File: config.mk
export PLATFORM = sky130hd
export DESIGN_NAME = median_last_actor
export DESIGN_NICKNAME = d
export VERILOG_FILES = /design/src/rtl/median_pkg.sv /design/src/rtl/median_rank_scan.sv /design/src/rtl/median_last_actor.sv
export SDC_FILE = /design/constraint.sdc
export NUM_CORES = 1
export LEC_CHECK = 0
export ABC_AREA = 1
export BUFFER_PORTS_ARGS = -buffer_cell sky130_fd_sc_hd__buf_4
export CAP_MARGIN = 20
export CORE_ASPECT_RATIO = 0.75
export CORE_MARGIN = 5
export CORE_UTILIZATION = 60
export CTS_CLUSTER_SIZE = 30
export DETAILED_ROUTE_END_ITERATION = 7
export PLACE_DENSITY = 0.8
export SYNTH_ARGS = -nofsm -noshare
export SYNTH_HDL_FRONTEND = slang
export SYNTH_SLANG_ARGS = --single-unit
File: constraint.sdc
create_clock -name clock -period 3.19 [get_ports clock]
set_input_delay 0.1595 -clock clock [delete_from_list [all_inputs] [get_ports clock]]
set_output_delay 0.1595 -clock clock [all_outputs]
set_load 0.02 [all_outputs]
File: src/rtl/median_pkg.sv
// ---------------------------------------------------------------------------
// median_pkg
//   Shared definitions for the final median-filter stage:
//     PX_W          pixel / value width
//     DEFAULT_PIVOT nominal pivot value used by the upstream actors
//     state_t       FSM encoding of median_last_actor
//     rank_hit()    rank-window test: lt <= pos < lt + eq
// ---------------------------------------------------------------------------
package median_pkg;

  localparam int PX_W = 8;
  localparam logic [PX_W-1:0] DEFAULT_PIVOT = 8'd127;

  typedef enum logic [2:0] {
    ST_IDLE,
    ST_SAMPLE,
    ST_FILL,
    ST_CHECK,
    ST_SCAN,
    ST_EVAL,
    ST_OUT
  } state_t;

  // Operands are widened to 32 bits so lt + eq can never wrap.
  function automatic logic rank_hit(input int unsigned lt,
                                    input int unsigned eq,
                                    input int unsigned pos);
    return (lt <= pos) && (pos < lt + eq);
  endfunction

endpackage

File: src/rtl/median_rank_scan.sv
// ---------------------------------------------------------------------------
// median_rank_scan
//   Residual pixel buffer plus a walking index j and lt/eq accumulators that
//   count how many compared pixels are below / equal to a reference value.
//   Ports:
//     clock, reset   clock, synchronous active-high reset (control only)
//     clr            zero j, cnt_lt, cnt_eq
//     fill_en        write fill_px to buf[j], compare it to ref_px, j++
//     fill_px        incoming pixel
//     scan_en        compare buf[j] to ref_px, j++
//     ref_px         reference value for the compare
//     cand_idx       buffer index whose value is presented on cand_px
//     j              current buffer index
//     cand_px        buf[cand_idx]
//     cnt_lt/cnt_eq  accumulated below / equal counts
// ---------------------------------------------------------------------------
module median_rank_scan
  import median_pkg::*;
#(
  parameter int BUFF_SIZE     = 8,
  parameter int BUFF_SIZE_BIT = $clog2(BUFF_SIZE) + 1,
  parameter int IDX_W         = (BUFF_SIZE > 1) ? $clog2(BUFF_SIZE) : 1
) (
  input  logic                     clock,
  input  logic                     reset,
  input  logic                     clr,
  input  logic                     fill_en,
  input  logic [PX_W-1:0]          fill_px,
  input  logic                     scan_en,
  input  logic [PX_W-1:0]          ref_px,
  input  logic [IDX_W-1:0]         cand_idx,
  output logic [IDX_W-1:0]         j,
  output logic [PX_W-1:0]          cand_px,
  output logic [BUFF_SIZE_BIT-1:0] cnt_lt,
  output logic [BUFF_SIZE_BIT-1:0] cnt_eq
);

  logic [PX_W-1:0]          mem_q [BUFF_SIZE];
  logic [IDX_W-1:0]         j_q, j_d;
  logic [BUFF_SIZE_BIT-1:0] lt_q, lt_d, eq_q, eq_d;
  logic [PX_W-1:0]          cmp_px;
  logic                     acc_en;

  assign j       = j_q;
  assign cnt_lt  = lt_q;
  assign cnt_eq  = eq_q;
  assign cand_px = mem_q[cand_idx];

  // While filling, the live pixel is compared (against the pivot) in the
  // same cycle it is stored, so the pivot check needs no extra pass.
  always_comb begin
    acc_en = fill_en | scan_en;
    cmp_px = fill_en ? fill_px : mem_q[j_q];
    j_d    = j_q;
    lt_d   = lt_q;
    eq_d   = eq_q;
    if (clr) begin
      j_d  = '0;
      lt_d = '0;
      eq_d = '0;
    end else if (acc_en) begin
      j_d = j_q + 1'b1;
      if (cmp_px < ref_px)  lt_d = lt_q + 1'b1;
      if (cmp_px == ref_px) eq_d = eq_q + 1'b1;
    end
  end

  always_ff @(posedge clock) begin
    if (reset) begin
      j_q  <= '0;
      lt_q <= '0;
      eq_q <= '0;
    end else begin
      j_q  <= j_d;
      lt_q <= lt_d;
      eq_q <= eq_d;
    end
    if (fill_en) mem_q[j_q] <= fill_px;
  end

endmodule

File: src/rtl/median_last_actor.sv
// ---------------------------------------------------------------------------
// median_last_actor
//   Final median-filter stage. Per frame it pops one token set (pivot,
//   buff_size, median_pos, second_median_value), then buff_size pixels, and
//   emits the pixel of rank median_pos (0-based ascending) as one token.
//   Ports (all FIFOs first-word-fall-through, word consumed when rd & ~empty):
//     clock, reset                       clock, synchronous active-high reset
//     in_px / _rd / _empty               pixel stream
//     in_pivot / _rd / _empty            pivot token
//     in_buff_size / _rd / _empty        residual buffer size token
//     in_median_pos / _rd / _empty       target rank token
//     in_second_median_value / _rd / _empty  value used when buffer is empty
//     out_median / _wr / _full           result token push
// ---------------------------------------------------------------------------
module median_last_actor
  import median_pkg::*;
#(
  parameter int BUFF_SIZE     = 8,
  parameter int BUFF_SIZE_BIT = $clog2(BUFF_SIZE) + 1
) (
  input  logic                     clock,
  input  logic                     reset,
  input  logic [PX_W-1:0]          in_px,
  output logic                     in_px_rd,
  input  logic                     in_px_empty,
  input  logic [PX_W-1:0]          in_pivot,
  output logic                     in_pivot_rd,
  input  logic                     in_pivot_empty,
  input  logic [BUFF_SIZE_BIT-1:0] in_buff_size,
  output logic                     in_buff_size_rd,
  input  logic                     in_buff_size_empty,
  input  logic [BUFF_SIZE_BIT-1:0] in_median_pos,
  output logic                     in_median_pos_rd,
  input  logic                     in_median_pos_empty,
  input  logic [PX_W-1:0]          in_second_median_value,
  output logic                     in_second_median_value_rd,
  input  logic                     in_second_median_value_empty,
  output logic [PX_W-1:0]          out_median,
  output logic                     out_median_wr,
  input  logic                     out_median_full
);

  localparam int IDX_W = (BUFF_SIZE > 1) ? $clog2(BUFF_SIZE) : 1;
  localparam logic [BUFF_SIZE_BIT-1:0] SIZE_MAX = BUFF_SIZE_BIT'(BUFF_SIZE);
  localparam logic [BUFF_SIZE_BIT-1:0] ONE      = BUFF_SIZE_BIT'(1);

  state_t                   state_q, state_d;
  logic [PX_W-1:0]          pivot_q, pivot_d;
  logic [PX_W-1:0]          result_q, result_d;
  logic [BUFF_SIZE_BIT-1:0] n_q, n_d, pos_q, pos_d;
  logic [IDX_W-1:0]         cand_q, cand_d;

  logic                     tok_avail, tok_rd, px_pop, hit;
  logic                     rs_clr, rs_scan;
  logic [PX_W-1:0]          rs_ref, cand_px;
  logic [IDX_W-1:0]         rs_j;
  logic [BUFF_SIZE_BIT-1:0] cnt_lt, cnt_eq, size_eff, last_idx;

  assign tok_avail = ~in_pivot_empty & ~in_buff_size_empty &
                     ~in_median_pos_empty & ~in_second_median_value_empty;

  // IDLE only leaves when every token FIFO is non-empty, so SAMPLE can pop
  // all four unconditionally.
  assign tok_rd                    = (state_q == ST_SAMPLE);
  assign in_pivot_rd               = tok_rd;
  assign in_buff_size_rd           = tok_rd;
  assign in_median_pos_rd          = tok_rd;
  assign in_second_median_value_rd = tok_rd;

  assign px_pop        = (state_q == ST_FILL) & ~in_px_empty;
  assign in_px_rd      = px_pop;
  assign out_median    = result_q;
  assign out_median_wr = (state_q == ST_OUT) & ~out_median_full;

  assign size_eff = (in_buff_size > SIZE_MAX) ? SIZE_MAX : in_buff_size;
  assign last_idx = n_q - ONE;
  assign hit      = rank_hit(32'(cnt_lt), 32'(cnt_eq), 32'(pos_q));
  assign rs_ref   = (state_q == ST_FILL) ? pivot_q : cand_px;
  assign rs_scan  = (state_q == ST_SCAN);

  median_rank_scan #(
    .BUFF_SIZE    (BUFF_SIZE),
    .BUFF_SIZE_BIT(BUFF_SIZE_BIT),
    .IDX_W        (IDX_W)
  ) u_rank_scan (
    .clock   (clock),
    .reset   (reset),
    .clr     (rs_clr),
    .fill_en (px_pop),
    .fill_px (in_px),
    .scan_en (rs_scan),
    .ref_px  (rs_ref),
    .cand_idx(cand_q),
    .j       (rs_j),
    .cand_px (cand_px),
    .cnt_lt  (cnt_lt),
    .cnt_eq  (cnt_eq)
  );

  always_comb begin
    state_d  = state_q;
    pivot_d  = pivot_q;
    result_d = result_q;
    n_d      = n_q;
    pos_d    = pos_q;
    cand_d   = cand_q;
    rs_clr   = 1'b0;
    unique case (state_q)
      ST_IDLE: if (tok_avail) state_d = ST_SAMPLE;
      ST_SAMPLE: begin
        pivot_d = in_pivot;
        n_d     = size_eff;
        pos_d   = (in_median_pos > size_eff - ONE) ? size_eff - ONE : in_median_pos;
        rs_clr  = 1'b1;
        if (size_eff == '0) begin
          result_d = in_second_median_value;
          state_d  = ST_OUT;
        end else begin
          state_d = ST_FILL;
        end
      end
      ST_FILL: if (px_pop && (BUFF_SIZE_BIT'(rs_j) == last_idx)) state_d = ST_CHECK;
      ST_CHECK: begin
        rs_clr = 1'b1;
        cand_d = '0;
        if (hit) begin
          result_d = pivot_q;
          state_d  = ST_OUT;
        end else begin
          state_d = ST_SCAN;
        end
      end
      ST_SCAN: if (BUFF_SIZE_BIT'(rs_j) == last_idx) state_d = ST_EVAL;
      ST_EVAL: begin
        rs_clr = 1'b1;
        // The last candidate always satisfies the window; the index test
        // only bounds the loop.
        if (hit || (BUFF_SIZE_BIT'(cand_q) == last_idx)) begin
          result_d = cand_px;
          state_d  = ST_OUT;
        end else begin
          cand_d  = cand_q + 1'b1;
          state_d = ST_SCAN;
        end
      end
      ST_OUT: if (~out_median_full) state_d = ST_IDLE;
      default: state_d = ST_IDLE;
    endcase
  end

  always_ff @(posedge clock) begin
    if (reset) begin
      state_q  <= ST_IDLE;
      result_q <= '0;
      n_q      <= '0;
      pos_q    <= '0;
      cand_q   <= '0;
    end else begin
      state_q  <= state_d;
      result_q <= result_d;
      n_q      <= n_d;
      pos_q    <= pos_d;
      cand_q   <= cand_d;
    end
    pivot_q <= pivot_d;
  end

endmodule

==> metrics.cfg <==
[timing]
max_freq_mhz=343
finalCritPeriodShare_pct=91.5
min_period_ns=2.92
hold_viol=0
rsz0062_at_grt=false
setup_tns_ns=0
skew_ns=0.00563
tightest_slew_ns=0.942
drv_slew=0
max-slew-margin-rel_pct=37.0
setup_viol=0

[floorplanning]
die_area_sq_mm=0.0129
die_x_microns=130
rows=32
core_region_area_sq_mm=0.0104
initial_core_util_pct=62.1
ios=54
die_height_microns=99.7

[power]
vdd_drop_max_mv=0.289
switchingPower_uw=673
seq_power_share_pct=52.3
swShare_pct=22.7
power_density_mw_per_mm2=401
combPwrFrac_pct=8.5
finalPower_uw=2970
leakage_uw=0.00337
clkPwrFrac_pct=39.3
internal_power_uw=2300

[logic_synthesis]
synthTopCellsByArea=edfxtp_1, dfxtp_1, nand2_1
syn_avg_cell_area_sq_um=7.71
yosysTopAreaCell=edfxtp_1
syn_nets=905
ys_types=36
synthSimpleGateAreaFrac_pct=25.2
synth_top_area_share_pct=33.6
synth_compound_area_share_pct=10.8
synthCells=835
synth_fa_ha_area_share_pct=5.95
ys_top_cells_by_count=nand2_1, inv_1, nand3_1
async_reset_ff_share_pct=0
yosysWarnings=0
syn-cell-area_sq_mm=0.00644
ys_seq_elements=111
synth_xor_xnor_area_share_pct=1.22
yosysMostFrequentCell=nand2_1
synth_top_family_by_area=simple AND/OR/NAND/NOR gates
ys_seq_area_share_pct=45.7
synth_edf_count=72
yosys-mux-area-fraction_pct=0
synth_ff_type=edfxtp_1

[placed_design]
place.gp.congestion=0.954
dp_hpwl_mm=12.3
io_buffers=53
dp_cells=1012

[final_layout]
n_antenna_cell=0
final_cell_count_no_fill=1036
drive_gt1_share_pct=11.4
nets=965
utilization_pct=71.4
area_delta_synth_final_pct=15.1

[min_path]
whs_path_depth=2
hold_path_class=in -> reg

[outcome]
status=complete, no violations

[clock_network]
clk_path_buf_depth=2
path_clk_slew_ns=0.07
cts_setup_buffers=0
cts_tree=built
cts_root_buf=clkbuf_16
cts.sinks=111
cts_buffers=9
htreeDepth=3
clk_latency_ns=0.35

[critical_path]
worstSetupPathType=reg -> reg
arrival_ns=3.16
startpoint_type=flip-flop
required_ns=3.43
end_kind=flip-flop
critPathMaxFanout=17
r2r_cells=15

[routing]
ant_nets=0
vias=5925
viasPerCell=5.72
drcViolationCount=0
wl_mm=17.1
drtIter0Drc=962
post_drt_wl_per_cell_microns=16.5
firstDrtPassIters=6

[global_routing]
gr-usage-all-layers_pct=26.8
grt_max_degree=41
antenna_found_initial=0
grt_overflow=0
first_global_vias=5485
grt_pass1_wl_mm=27.3

[job]
cap_violations=0

==> critical path: stages (launching register included) <==
cell and delay (ns):
dfxtp_1 0.43, inv_2 0.08, nor3_4 0.16, inv_2 0.18, nor2_8 0.23, inv_1 0.18
nand3_1 0.12, nand2_1 0.08, ha_1 0.31, a21oi_1 0.15, nor2_1 0.06, a211oi_1 0.28
buf_4 0.19, nand3_2 0.11, o21ai_0 0.17, a21oi_1 0.07
==> power by group through the flow <==
stage	logic [uW]	registers (uW)	clock network, uW
after floorplan	135	1590	0
after global placement	230	1580	0
after detailed placement	239	1590	0
after CTS	249	1550	1180
after global routing	282	1550	1240
final	251	1550	1170
==> layer usage <==
layer	GRT usage, %	part of all wire, %	vias to the layer above
li1	-	-	2849
met1	37.5	42	2660
met2	41.6	44	363
met3	5.48	12	53
met4	9.27	2.4	0
met5	0	0	-
==> through the flow <==
step	hold WS, ns	setup WS [ns]	area [sq um]
floorplan	0.229	0.763	6440
finish	0.0204	0.271	7410
CTS	0.0102	0.285	7400
global placement	0.338	0.493	7010
detailed placement	0.339	0.306	7010
global route	0.0152	0.0291	7410
==> cells by family (layout without fill, tap and decap cells) <==
group	Yosys count	in the layout
simple gates	370	370
buf+inv	181	246
xor+xnor	9	9
flops	111	111
compound gates	134	134
fa+ha+maj	30	30
==> repair_timing <==
item | 4_1_cts | 5_1_grt
endpoints found under the hold margin | 8 | 0
hold buffers | 8 | 0
setup endpoints to repair | 0 | 1
gates resized for setup | 0 | 1
==> registers in the layout (all words and copies together), names as in the netlist, 4 cells and up, named ones only <==
name and count:
u_rank_scan.mem_q 64, out_median 8, pivot_q 8, n_q 4, pos_q 4, u_rank_scan.cnt_eq 4, u_rank_scan.cnt_lt 4
==> final cells by class <==
| class | count | area (sq um) |
|---|---|---|
| clock buffer | 11 | 253 |
| clock inverter | 5 | 56.3 |
| tap | 136 | 170 |
| timing repair buffer | 80 | 633 |
| fill | 812 | 2960 |
| sequential | 111 | 2940 |
| inverter | 150 | 566 |
| multi-input combinational | 543 | 2790 |
==> worst paths after layout <==
| check | from | end | slack (ns) |
|---|---|---|---|
| setup / recovery | state_q[1]$_SDFFE_PP0P_ | u_rank_scan.cnt_lt[1]$_SDFFE_PP0P_ | 0.27 |
| hold / removal | reset | n_q[1]$_SDFFE_PP0P_ | 0.02 |
| setup reg to reg | state_q[1]$_SDFFE_PP0P_ | u_rank_scan.cnt_lt[1]$_SDFFE_PP0P_ | 0.27 |
| hold reg to reg | n_q[3]$_SDFFE_PP0P_ | n_q[3]$_SDFFE_PP0P_ | 0.50 |
==> layout by cell type, fill, tap and decap left out, types with 3 or more instances in the layout <==
master and instances:
nand2_1 198, inv_1 147, nand3_1 86, edfxtp_1 72
buf_4 71, a21oi_1 63, o21ai_0 56, nor2_1 49
dfxtp_1 39, ha_1 29, nand4_1 13, a31oi_1 10
clkbuf_16 9, nor3_1 8, dlygate4sd3_1 8, xnor2_1 6
nor2_2 3, xor2_1 3, nand3b_1 3, nand3_2 3
No activity file was read; power rests on OpenSTA's default activity.
